## config.mk

```make
export PLATFORM = sky130hd
export DESIGN_NAME = inst_constraint_gen_flat
export DESIGN_NICKNAME = d
export VERILOG_FILES = /design/src/rtl/inst_constraint_gen_if.sv /design/src/rtl/inst_constraint_gen.sv /design/src/flat_wrapper.sv
export SDC_FILE = /design/constraint.sdc
export NUM_CORES = 1
export LEC_CHECK = 0
export CORE_MARGIN = 5
export CORE_UTILIZATION = 36
export CTS_BUF_LIST = sky130_fd_sc_hd__clkbuf_8
export CTS_CLUSTER_DIAMETER = 200
export DETAILED_ROUTE_END_ITERATION = 6
export GPL_ROUTABILITY_DRIVEN = 0
export GPL_TIMING_DRIVEN = 0
export PLACE_DENSITY_LB_ADDON = 0.15
export RECOVER_POWER = 25
export SYNTH_ARGS = -nofsm -noshare
export SYNTH_HDL_FRONTEND = slang
export SYNTH_SLANG_ARGS = --single-unit
export TNS_END_PERCENT = 100
```

## constraint.sdc

```tcl
create_clock -name clk -period 2.12 [get_ports clk]
set_clock_uncertainty 0.15 [all_clocks]
set_input_delay 0.424 -clock clk [delete_from_list [all_inputs] [get_ports clk]]
set_output_delay 0.424 -clock clk [all_outputs]
set_load 0.1 [all_outputs]
```

## src/rtl/inst_constraint_gen_if.sv

```systemverilog
// Harness-side instruction channel of the SQED constraint generator.
// The harness (master) drives the candidate instruction, its valid flag and
// the core's SIF commit level. The generator (slave) returns the
// combinational legality flag that the harness assumes.
interface inst_constraint_gen_if;

    logic [31:0] instruction;
    logic        inst_valid;
    logic        sif_commit;
    logic        allowed;

    modport master (
        output instruction,
        output inst_valid,
        output sif_commit,
        input  allowed
    );

    modport slave (
        input  instruction,
        input  inst_valid,
        input  sif_commit,
        output allowed
    );

endinterface : inst_constraint_gen_if

```

## src/rtl/inst_constraint_gen.sv

```systemverilog
// Stateful instruction-constraint generator for the SQED formal harness.
//
// Each cycle the generator decodes the free symbolic instruction and drives
// the combinational 'allowed' flag. It also tracks three pieces of history:
//   - the commit phase (IDLE -> PRE -> LOCKED, and POST once SIF commits),
//   - the number of non-NOP instructions accepted before commit,
//   - the spacing between accepted stores.
// SIF commit arrives on a port, so the block carries no hierarchical
// references into any particular core.
//
// Optional build macro: INST_CONSTRAINT_MUL_EN
//   When defined, MUL/MULH/MULHSU/MULHU join the base legal set and count
//   toward pre_count like any other non-NOP. When undefined, those
//   encodings are illegal in every phase.
module inst_constraint_gen #(
    parameter int unsigned REG_LIMIT     = 16,
    parameter int unsigned LW_IMM_LIMIT  = 64,
    parameter int unsigned SW_IMM7_LIMIT = 2,
    parameter int unsigned MAX_PRE_INSTS = 8,
    parameter int unsigned SW_GAP        = 1
) (
    input  logic                                  clk,
    input  logic                                  reset,
    inst_constraint_gen_if.slave                  cif,
    output logic [1:0]                            phase,
    output logic [$clog2(MAX_PRE_INSTS+1)-1:0]    pre_count,
    output logic                                  violation
);

    localparam int unsigned CNT_W = $clog2(MAX_PRE_INSTS + 1);
    localparam int unsigned GAP_W = (SW_GAP > 0) ? $clog2(SW_GAP + 1) : 1;

    localparam logic [CNT_W-1:0] MAX_CNT  = CNT_W'(MAX_PRE_INSTS);
    localparam logic [CNT_W-1:0] CNT_ONE  = CNT_W'(1);
    localparam logic [GAP_W-1:0] GAP_LOAD = GAP_W'(SW_GAP);
    localparam logic [GAP_W-1:0] GAP_ONE  = GAP_W'(1);

    // RV32 major opcodes used by the constraint set
    localparam logic [6:0] OP_IMM   = 7'b0010011;
    localparam logic [6:0] OP_REG   = 7'b0110011;
    localparam logic [6:0] OP_LOAD  = 7'b0000011;
    localparam logic [6:0] OP_STORE = 7'b0100011;
    localparam logic [6:0] OP_JAL   = 7'b1101111;
    localparam logic [6:0] OP_NOP   = 7'b1111111;

    localparam logic [6:0] F7_BASE = 7'b0000000;
    localparam logic [6:0] F7_ALT  = 7'b0100000;
    localparam logic [6:0] F7_MULD = 7'b0000001;

    localparam logic [2:0] F3_WORD = 3'b010;

    typedef enum logic [1:0] {
        PH_IDLE   = 2'd0,
        PH_PRE    = 2'd1,
        PH_LOCKED = 2'd2,
        PH_POST   = 2'd3
    } phase_e;

    phase_e             phase_q;
    logic [CNT_W-1:0]   pre_count_q;
    logic [GAP_W-1:0]   gap_cnt_q;
    logic               violation_q;

    // Instruction fields
    logic [6:0]  opcode;
    logic [4:0]  rd;
    logic [2:0]  funct3;
    logic [4:0]  rs1;
    logic [4:0]  rs2;
    logic [6:0]  funct7;
    logic [11:0] imm12;
    logic [1:0]  top2;

    assign opcode = cif.instruction[6:0];
    assign rd     = cif.instruction[11:7];
    assign funct3 = cif.instruction[14:12];
    assign rs1    = cif.instruction[19:15];
    assign rs2    = cif.instruction[24:20];
    assign funct7 = cif.instruction[31:25];
    assign imm12  = cif.instruction[31:20];
    assign top2   = cif.instruction[31:30];

    // Decoded instruction classes
    logic rd_ok_c;
    logic rs1_ok_c;
    logic rs2_ok_c;
    logic is_i_c;
    logic is_r_c;
    logic is_lw_c;
    logic is_sw_c;
    logic is_jal_c;
    logic is_nop_c;
    logic is_mul_c;
    logic is_base_c;
    logic allowed_c;
    logic accepted_c;

    // Register indices must stay in the original-register half of the file
    always_comb begin
        rd_ok_c  = (32'(rd)  < REG_LIMIT);
        rs1_ok_c = (32'(rs1) < REG_LIMIT);
        rs2_ok_c = (32'(rs2) < REG_LIMIT);
    end

    // I-type ALU: ADDI/SLTI/SLTIU/XORI/ORI/ANDI plus the three shift-immediates
    always_comb begin
        is_i_c = 1'b0;
        if (opcode == OP_IMM && rd_ok_c && rs1_ok_c) begin
            unique case (funct3)
                3'b000, 3'b010, 3'b011,
                3'b100, 3'b110, 3'b111: is_i_c = 1'b1;
                3'b001:                 is_i_c = (funct7 == F7_BASE);
                3'b101:                 is_i_c = (funct7 == F7_BASE) ||
                                                 (funct7 == F7_ALT);
                default:                is_i_c = 1'b0;
            endcase
        end
    end

    // R-type base set: ADD/SUB/SLL/SLT/SLTU/XOR/SRL/SRA/OR/AND
    always_comb begin
        is_r_c = 1'b0;
        if (opcode == OP_REG && rd_ok_c && rs1_ok_c && rs2_ok_c) begin
            if (funct7 == F7_BASE) begin
                is_r_c = 1'b1;
            end else if (funct7 == F7_ALT) begin
                is_r_c = (funct3 == 3'b000) || (funct3 == 3'b101);
            end
        end
    end

    // M-extension multiplies, only legal when the optional feature is built in
    always_comb begin
        is_mul_c = 1'b0;
`ifdef INST_CONSTRAINT_MUL_EN
        if (opcode == OP_REG && funct7 == F7_MULD &&
            rd_ok_c && rs1_ok_c && rs2_ok_c) begin
            is_mul_c = (funct3[2] == 1'b0);
        end
`else
        if (opcode == OP_REG && funct7 == F7_MULD) begin
            is_mul_c = 1'b0;
        end
`endif
    end

    // Memory ops are confined to a small window addressed off x0
    always_comb begin
        is_lw_c = (opcode == OP_LOAD) && (funct3 == F3_WORD) &&
                  (top2 == 2'b00) && (rs1 == 5'd0) && rd_ok_c &&
                  (32'(imm12) < LW_IMM_LIMIT);
        is_sw_c = (opcode == OP_STORE) && (funct3 == F3_WORD) &&
                  (top2 == 2'b00) && (rs1 == 5'd0) && rs2_ok_c &&
                  (32'(funct7) < SW_IMM7_LIMIT);
    end

    // Control transfer and the harness NOP
    always_comb begin
        is_jal_c = (opcode == OP_JAL) && rd_ok_c;
        is_nop_c = (opcode == OP_NOP);
    end

    // Legality against the current (pre-edge) phase and store spacing
    always_comb begin
        is_base_c = is_i_c | is_r_c | is_lw_c | is_jal_c | is_nop_c | is_mul_c;
        allowed_c = 1'b0;
        unique case (phase_q)
            PH_IDLE, PH_PRE: allowed_c = is_base_c;
            PH_LOCKED:       allowed_c = is_nop_c;
            PH_POST:         allowed_c = is_base_c |
                                         (is_sw_c && (gap_cnt_q == '0));
            default:         allowed_c = 1'b0;
        endcase
        accepted_c = cif.inst_valid & allowed_c;
    end

    assign cif.allowed = allowed_c;

    // Phase, pre-commit budget, store gap and sticky violation tracking
    always_ff @(posedge clk) begin
        if (reset) begin
            phase_q     <= PH_IDLE;
            pre_count_q <= '0;
            gap_cnt_q   <= '0;
            violation_q <= 1'b0;
        end else begin
            if (cif.inst_valid && !allowed_c) begin
                violation_q <= 1'b1;
            end

            if (accepted_c) begin
                if (is_sw_c) begin
                    gap_cnt_q <= GAP_LOAD;
                end else if (gap_cnt_q != '0) begin
                    gap_cnt_q <= gap_cnt_q - GAP_ONE;
                end
            end

            if (cif.sif_commit) begin
                // Commit wins over counting; the same-cycle instruction is not counted
                phase_q <= PH_POST;
            end else begin
                unique case (phase_q)
                    PH_IDLE: begin
                        if (accepted_c && !is_nop_c) begin
                            pre_count_q <= CNT_ONE;
                            phase_q     <= (MAX_CNT == CNT_ONE) ? PH_LOCKED : PH_PRE;
                        end
                    end
                    PH_PRE: begin
                        if (accepted_c && !is_nop_c && pre_count_q != MAX_CNT) begin
                            pre_count_q <= pre_count_q + CNT_ONE;
                            if (pre_count_q + CNT_ONE == MAX_CNT) begin
                                phase_q <= PH_LOCKED;
                            end
                        end
                    end
                    PH_LOCKED: phase_q <= PH_LOCKED;
                    PH_POST:   phase_q <= PH_POST;
                    default:   phase_q <= PH_IDLE;
                endcase
            end
        end
    end

    assign phase     = phase_q;
    assign pre_count = pre_count_q;
    assign violation = violation_q;

endmodule : inst_constraint_gen

```

## src/flat_wrapper.sv

```systemverilog
// flat-port wrapper written by rule: the top's interface ports become plain ports
module inst_constraint_gen_flat 
#(
    parameter int unsigned REG_LIMIT     = 16,
    parameter int unsigned LW_IMM_LIMIT  = 64,
    parameter int unsigned SW_IMM7_LIMIT = 2,
    parameter int unsigned MAX_PRE_INSTS = 8,
    parameter int unsigned SW_GAP        = 1
)
  (clk, reset, phase, pre_count, violation, cif_instruction, cif_inst_valid, cif_sif_commit, cif_allowed);
  inst_constraint_gen_if cif_i ();
  input  logic clk;
  input  logic reset;
  output logic [1:0] phase;
  output logic [$clog2(MAX_PRE_INSTS+1)-1:0] pre_count;
  output logic violation;
  input wire logic [$bits(cif_i.instruction)-1:0] cif_instruction;
  input wire logic [$bits(cif_i.inst_valid)-1:0] cif_inst_valid;
  input wire logic [$bits(cif_i.sif_commit)-1:0] cif_sif_commit;
  output wire logic [$bits(cif_i.allowed)-1:0] cif_allowed;
  assign cif_i.instruction = cif_instruction;
  assign cif_i.inst_valid = cif_inst_valid;
  assign cif_i.sif_commit = cif_sif_commit;
  assign cif_allowed = cif_i.allowed;
  inst_constraint_gen #(.REG_LIMIT(REG_LIMIT), .LW_IMM_LIMIT(LW_IMM_LIMIT), .SW_IMM7_LIMIT(SW_IMM7_LIMIT), .MAX_PRE_INSTS(MAX_PRE_INSTS), .SW_GAP(SW_GAP)) u_core (.clk(clk), .reset(reset), .cif(cif_i), .phase(phase), .pre_count(pre_count), .violation(violation));
endmodule
```

After elaboration in Yosys (flattened, before gate mapping)
Index checks and enable logic that the tools add are counted.
Operators by class
  magnitude comparators: 5
  add/subtract/negate cells: 2
  eq/ne operators: 24
  muxes and demuxes: 16
  reduce and logical (&&, ||, !) cells: 34
  bitwise logic cells: 8
Operators with widths (count)
  $eq A7 B6 Y1 const B: 3
  $logic_and A1 B1 Y1: 20
  $lt A5 B5 Y1 const B: 3
  $eq A7 B7 Y1 const B: 2
  $eq A3 B3 Y1 const B: 4
  $lt A12 B7 Y1 const B: 1
  $ne A3 B2 Y1 const B: 3
  $mux W2: 4
  $mux W4: 2
  $pmux W2 S4: 1
  $pmux W4 S2: 1
  $eq A7 B2 Y1 const B: 1
  $eq A7 B5 Y1 const B: 1
  $logic_not A7 Y1: 1
  $lt A7 B2 Y1 const B: 1
  $eq A3 B2 Y1 const B: 2
  $mux W1: 6
  $pmux W1 S3: 2
  $reduce_or A6 Y1: 1
  $logic_not A5 Y1: 1
  $or A1 B1 Y1: 5
  $add A4 B1 Y4 const B: 1
  $eq A2 B2 Y1 const B: 2
  $eq A4 B4 Y1 const B: 1
  other kinds (15): 20
Storage, ports and cells
  output and inout bits: 8
  register bits: 8

Longest topological paths before layout
Gate-level depths: netlist (run 1).
  word-level depth: 17
  gate-level depth with buffers: 8
  mapped depth without buffers: 8

Least setup slack after synthesis (run 1)
No wires, ideal clock.
  kind: register to output
  start: reg u_core.phase_q[0], in the netlist u_core.phase[0]
  end: out cif_allowed
  data required time: 1.546 ns
  arrival: 2.642 ns
  buffers on the path: 0
  path slack: -1.096 ns
  stages on the path, launching flop included: 6
  cell sequence: dfxtp_1 -> ha_1 -> nand2b_1 -> or4_1 -> o31a_1 -> nand2_1
On the way
  word-level cells in the longest chain between the ends: 3
RTL lines
  start: declaration: RTL line inst_constraint_gen.sv:59  | phase_e phase_q;
  start signal: assignment: RTL line inst_constraint_gen.sv:207  | phase_q <= (MAX_CNT == CNT_ONE) ? PH_LOCKED : PH_PRE;
  $eq A2 B1 Y1 or $logic_not A2 Y1 (tied branches): RTL line inst_constraint_gen.sv:167  | unique case (phase_q)
  $reduce_or A2 Y1: RTL line inst_constraint_gen.sv:167
  $pmux W1 S3 *: RTL line inst_constraint_gen.sv:167
  end: declaration: RTL line flat_wrapper.sv:20  | output wire logic [$bits(cif_i.allowed)-1:0] cif_allowed;
Mark *: on every way between the ends. The rest lies on a longest branch, timed or not.

Worst setup path in the final report (run 1)
  start: in cif_instruction[18]
  end: out cif_allowed
On the way
  word-level cells in the longest chain between the ends: 10
RTL lines
  start: declaration: RTL line flat_wrapper.sv:17  | input wire logic [$bits(cif_i.instruction)-1:0] cif_instruction;
  $lt A5 B5 Y1: RTL line inst_constraint_gen.sv:101  | rs1_ok_c = (32'(rs1) < REG_LIMIT);
  $logic_and A1 B1 Y1 (2 in a row): RTL line inst_constraint_gen.sv:123  | if (opcode == OP_REG && rd_ok_c && rs1_ok_c && rs2_ok_c) begin
  $mux W1: RTL line inst_constraint_gen.sv:123
  $or A1 B1 Y1 (4 in a row): RTL line inst_constraint_gen.sv:165  | is_base_c = is_i_c | is_r_c | is_lw_c | is_jal_c | is_nop_c | is_mul_c;
  $or A1 B1 Y1: RTL line inst_constraint_gen.sv:170  | PH_POST: allowed_c = is_base_c |
  $pmux W1 S3 *: RTL line inst_constraint_gen.sv:167
Marked as above.

==> results of run 1 <==
[worst paths after layout]
kind                                       from  depth (start not counted)  slack (ps)                             to
hold / removal    u_core.violation$_SDFFE_PP0P_                          2         320  u_core.violation$_SDFFE_PP0P_
setup / recovery            cif_instruction[18]                          7        -400                    cif_allowed
setup reg to reg   u_core.phase[0]$_SDFFE_PP0P_                          7        -130  u_core.gap_cnt_q$_SDFFE_PP0N_
hold reg to reg   u_core.violation$_SDFFE_PP0P_                          2         320  u_core.violation$_SDFFE_PP0P_
[power by group through the flow]
stage | clock (mW) | combinational, mW | sequential, mW
after floorplan | 0 | 0.0628 | 0.205
after global placement | 0 | 0.182 | 0.165
after detailed placement | 0 | 0.185 | 0.165
after CTS | 0.207 | 0.199 | 0.162
after global routing | 0.214 | 0.219 | 0.163
final | 0.200 | 0.206 | 0.162
[layout make-up]
type	instances	share of cell area, %
buffer	2	0.499
clock buffer	3	2.74
clock inverter	1	0.249
inverter	7	1.75
multi-input combinational	83	53.8
sequential	8	11.4
tap	28	2.33
timing repair buffer	48	27.3
[registers in the layout, summed over array words and instances, names as in the netlist]
name and count:
u_core.pre_count 4, u_core.phase 2, u_core.gap_cnt_q 1, u_core.violation 1
[metrics by stage]
stage | area (um^2) | setup TNS [ps]
4_1_cts | 1490 | -631
3_5_place_dp | 1230 | -7360
6_report | 1510 | -892
3_3_place_gp | 1230 | -7110
2_1_floorplan | 852 | -408
5_1_grt | 1510 | -1300
[synthesized netlist by cell type, drive strengths merged, types with 2 or more instances]
cell type  instances  area, um^2
nor4b              2        17.5
nand4b             3        26.3
a21oi              5        25.0
ha                 6        75.1
or3                2        17.5
a21boi             2        15.0
nor2               6        22.5
nand2              6        22.5
inv                7        26.3
a21bo              2        20.0
a31oi              6        52.6
nand2b             7        43.8
nor4               5        31.3
nor2b              3        18.8
o2111ai            2        23.8
nor3               3        20.0
o31a               2        17.5
nand3              5        25.0
dfxtp              8         160
[kinds of logic after synthesis]
group | after synthesis | synth area share, %
simple gates | 46 | 34.6
buf+inv | 9 | 4.17
fa+ha+maj | 6 | 9.27
mux | 1 | 1.39
flops | 8 | 19.8
compound gates | 29 | 29.7
xor+xnor | 1 | 1.08
[per-layer routing]
layer	vias to the layer above	part of all wire [%]	wire length, um
met5	-	0	0
met4	0	1.9	55
met3	7	4.8	140
met2	24	50	1470
met1	484	43	1260
li1	491	-	-
[worst max-delay path, cell delays in order]
cell and delay [ps]:
buf_6 100, nor4b_4 310, nand4b_1 200, or3_1 360
a32o_2 310, nand2_8 90, buf_12 160
[repair_timing]
action | 4_1_cts | 5_1_grt
setup endpoints to repair | 16 | 10
cloned | 0 | 0
pin swaps | 22 | 10
hold endpoints to repair | 0 | 0
gates resized for setup | 125 | 11
setup buffers | 13 | 1
==> flow_summary.toml, run 1 <==
[status]
status = "complete, but fails checks"
violations = "negative setup slack"

[worst_setup_path]
critPathArrivalTime_ps = 1950
end_kind = "primary output"
worst-path-max-fanout = 3
cp.required_ps = 1550
path_class = "primary input to primary output"
crit_path_start_kind = "primary input"

[clocking]
clk_path_buf_depth = 2
cts_root_buf = "clkbuf_8"
clock-sinks = 8
cts_tree = "built"
cts_max_level = 1
numCtsBuffers = 3
cts_hold_buf = 0
path_clk_slew_ps = 40
insertion_delay_ps = 240

[finish]
layout_common_cells = "11 x buf_6, 11 x buf_4, 9 x buf_2, 9 x dlygate4sd2_1, 8 x inv_1"
regArea_um2 = 171
nNetsFinal = 195
drive_gt1_share_pct = 44.1
fin_util_pct = 69.4
syn2layout_area_growth_pct = 85.9
stdcell_count = 180
fillCellCount = 170
multi_input_area_um2 = 810
antenna_cells = 0

[sta]
hold_ws_ps = 318
max_freq_mhz = 397
min_period_ps = 2520
rsz0062_at_grt = "yes"
setup_slack_ps = -401
tightest_slew_ps = 955
slew-limit-headroom_pct = 36.6
period_share_pct = 119
drv_slew = 0
setup_violations = 7
hold_violations = 0

[global_routing]
grt_max_degree = 11
grt_pass1_wl_um = 4820
grt_overflow_total = 0
busiest_layer = "met2"
grtUsageMet2_pct = 31.9
antenna_found_initial = 0
use_met1_pct = 22.3
grt_usage_pct = 18.6
grt_pass1_vias = 1019
grt.met3_usage_pct = 4.98

[placed_design]
dp_cells = 162
place_ws_ps = -1880
portBuffers = 34
place_hpwl_um = 1870

[drt]
drtIter0Drc = 17
vias = 1006
wirelength_um = 2930
drtAntennaViolNets = 0
drcViolationCount = 0
via_per_inst = 5.59
dr.pass1.iters = 4
wl_per_cell_um = 16.3

[power]
pwr-share-clk_pct = 35.2
p_per_area_nw_per_um2 = 378
power_mw = 0.568
combinationalPowerShare_pct = 36.3
seqPwrFrac_pct = 28.5
static-leakage-power_nw = 0.597
ir_drop_mv = 0.367
switching_share_pct = 35.6
p_sw_mw = 0.202
p_int_mw = 0.366

[logic_synthesis]
synth_edf_count = 0
ys.flop_type = "dfxtp_1"
ys_warn_count = 0
netlist_area_um2 = 810
async_flop_share_pct = 0
synth-seq-cells = 8
syn_area_per_cell_um2 = 8.10
syn_inst = 100
syn_nets = 142
yosysSeqAreaShare_pct = 19.8
yosysUniqueCellTypes = 42

[run]
drv_cap = 0

[hold_path]
min_path_type = "flop to flop"

[floorplan]
die-area_um2 = 3300
core_area_um2 = 2170
start_util_pct = 37.3
chipHeight_um = 57.4
io_pins = 44
fp.dieW_um = 57.4
rows = 17
No activity file was read; power rests on OpenSTA's default activity.
==> run 2, diff against run 1 <==
SETUP_SLACK_MARGIN = 0.4   (was not set)
==> run 2 against run 1 <==
Against the previous run: the run still ends with negative setup slack left; worst hold slack better by 37 ps; sequential share of layout area is 0.085 points lower; routed wire length is 1.2% higher; die area stayed put; utilization is 0.52 points higher; setup slack worse by 39 ps; fmax is 1.5% lower; global-route usage is 0.11 points lower; power hardly changed; sequential cell count stayed put; clock power is 3% lower; register-to-register slack worse by 140 ps.
==> flow_summary.toml, run 2 (synthesis gave the netlist of run 1 again) <==
[status]
status = "complete, but fails checks"
violations = "negative setup slack"

[power]
ir_drop_mv = 0.510
p_int_mw = 0.371
pwr-share-clk_pct = 34.3
seqPwrFrac_pct = 28.8
p_per_area_nw_per_um2 = 375
combinationalPowerShare_pct = 36.9
static-leakage-power_nw = 0.587
p_sw_mw = 0.197
switching_share_pct = 34.6

[clocking]
insertion_delay_ps = 240
cts_root_buf = "clkbuf_8"
cts_max_level = 1
clk_path_buf_depth = 2
clock-sinks = 8
cts_tree = "built"
numCtsBuffers = 3
cts_hold_buf = 0
path_clk_slew_ps = 50

[worst_setup_path]
crit_path_start_kind = "primary input"
r2r-end = "u_core.gap_cnt_q$_SDFFE_PP0N_"
end_kind = "primary output"
cp.required_ps = 1550
path_class = "primary input to primary output"
critPathArrivalTime_ps = 1990
r2r_slack_ps = -270
reg2reg_depth = 8
r2r_start = "u_core.phase[0]$_SDFFE_PP0P_"
worst-path-max-fanout = 2

[finish]
fillCellCount = 183
layout_commonest_cell = "buf_6"
nNetsFinal = 194
layout_common_cells = "12 x buf_6, 11 x buf_4, 10 x buf_2, 8 x inv_1, 7 x nand2b_1"
drive_gt1_share_pct = 50.3
syn2layout_area_growth_pct = 87.3
largest_reg_flops = 4
design_area_um2 = 1520
antenna_cells = 0

[placed_design]
place_area_um2 = 1230
place_hpwl_um = 1840
portBuffers = 34

[run]
drv_cap = 0

[global_routing]
grt_pass1_wl_um = 4840
grt_overflow_total = 0
grt_max_degree = 11
grt_usage_pct = 18.5
antenna_found_initial = 0
grt_pass1_vias = 1083

[sta]
max_freq_mhz = 391
finalSetupTns_ps = -1320
setup_violations = 8
min_period_ps = 2560
period_share_pct = 121
slew-limit-headroom_pct = 64.1
tightest_slew_ps = 540
drv_slew = 0
hold_violations = 0
setup_slack_ps = -440
rsz0062_at_grt = "yes"

[floorplan]
fp.dieW_um = 57.4
io_pins = 44
start_util_pct = 37.3
chipHeight_um = 57.4
die-area_um2 = 3300
rows = 17
core_area_um2 = 2170

[drt]
via_per_inst = 5.77
drcViolationCount = 0
wirelength_um = 2970
drtIter0Drc = 49
dr.pass1.iters = 4
vias = 1032
wl_per_cell_um = 16.6
drtAntennaViolNets = 0

[hold_path]
hold_depth = 1
min_to = "u_core.pre_count[0]$_SDFFE_PP0P_"
min_path_type = "flop to flop"
min_from = "u_core.pre_count[0]$_SDFFE_PP0P_"
[run 2: cell type report]
cell class,instances,area [um^2],area share [%]
inverters,7,26.3,1.73
repair buffers,47,408,26.9
clock buffers,3,41.3,2.72
multi-input cells,83,823,54.3
plain buffers,2,7.51,0.495
flip-flops and latches,8,171,11.3
clock inverters,1,3.75,0.248
well taps,28,35.0,2.31
[run 2: metrics by stage]
stage / hold slack (ps) / utilization [%] / cells / setup WS (ps) / power, mW
2_1_floorplan: 383 / - / 100 / -190 / 0.268
6_report: 355 / 69.9 / 179 / -440 / 0.568
3_5_place_dp: 329 / 56.6 / 162 / -1910 / 0.350
3_3_place_gp: 305 / 56.6 / 162 / -1870 / 0.347
4_1_cts: 349 / 68.5 / 178 / -368 / 0.562
5_1_grt: 375 / 69.9 / 179 / -486 / 0.599
[run 2: critical path: stages]
cell and delay [ps]:
clkdlybuf4s50_1 440, nor4_2 320, o2111ai_2 190, a32o_2 350, nand2_8 80, buf_12 160
[run 2: power groups by stage]
stage | Clock (mW) | Combinational [mW] | Sequential [mW]
finish | 0.195 | 0.210 | 0.164
global route | 0.211 | 0.224 | 0.164
CTS | 0.197 | 0.201 | 0.164
detailed placement | 0 | 0.184 | 0.166
global placement | 0 | 0.182 | 0.165
floorplan | 0 | 0.0628 | 0.205
[run 2: how the worst max path moves through the flow]
stage	startpoint	end	slack (ps)	cells past startpoint
floorplan	cif_instruction[6]	u_core.gap_cnt_q$_SDFFE_PP0N_	-190	6
global placement	cif_instruction[12]	cif_allowed	-1870	7
finish	cif_instruction[25]	cif_allowed	-440	6
detailed placement	cif_instruction[12]	cif_allowed	-1910	7
CTS	cif_instruction[29]	cif_allowed	-370	7
global route	cif_instruction[29]	cif_allowed	-490	7
[run 2: layer usage]
layer  GRT usage [%]  wire (um)  vias up
met1            20.6       1240      484
met4            8.28         89        0
met3            5.43        155       14
met5               0          0        -
li1                -          -      488
met2            32.1       1490       46
[run 2: repair_timing]
| action | 4_1_cts | 5_1_grt |
|---|---|---|
| endpoints found under the setup margin | 16 | 13 |
| gates resized for setup | 150 | 11 |
| pin swaps | 31 | 12 |
| endpoints found under the hold margin | 0 | 0 |
| buffers inserted | 12 | 1 |
==> run 3, diff against run 2 <==
TNS_END_PERCENT = not set   (was 100)
==> results of run 3 <==
The final DEF is identical to that of run 2; final timing and power are the same.
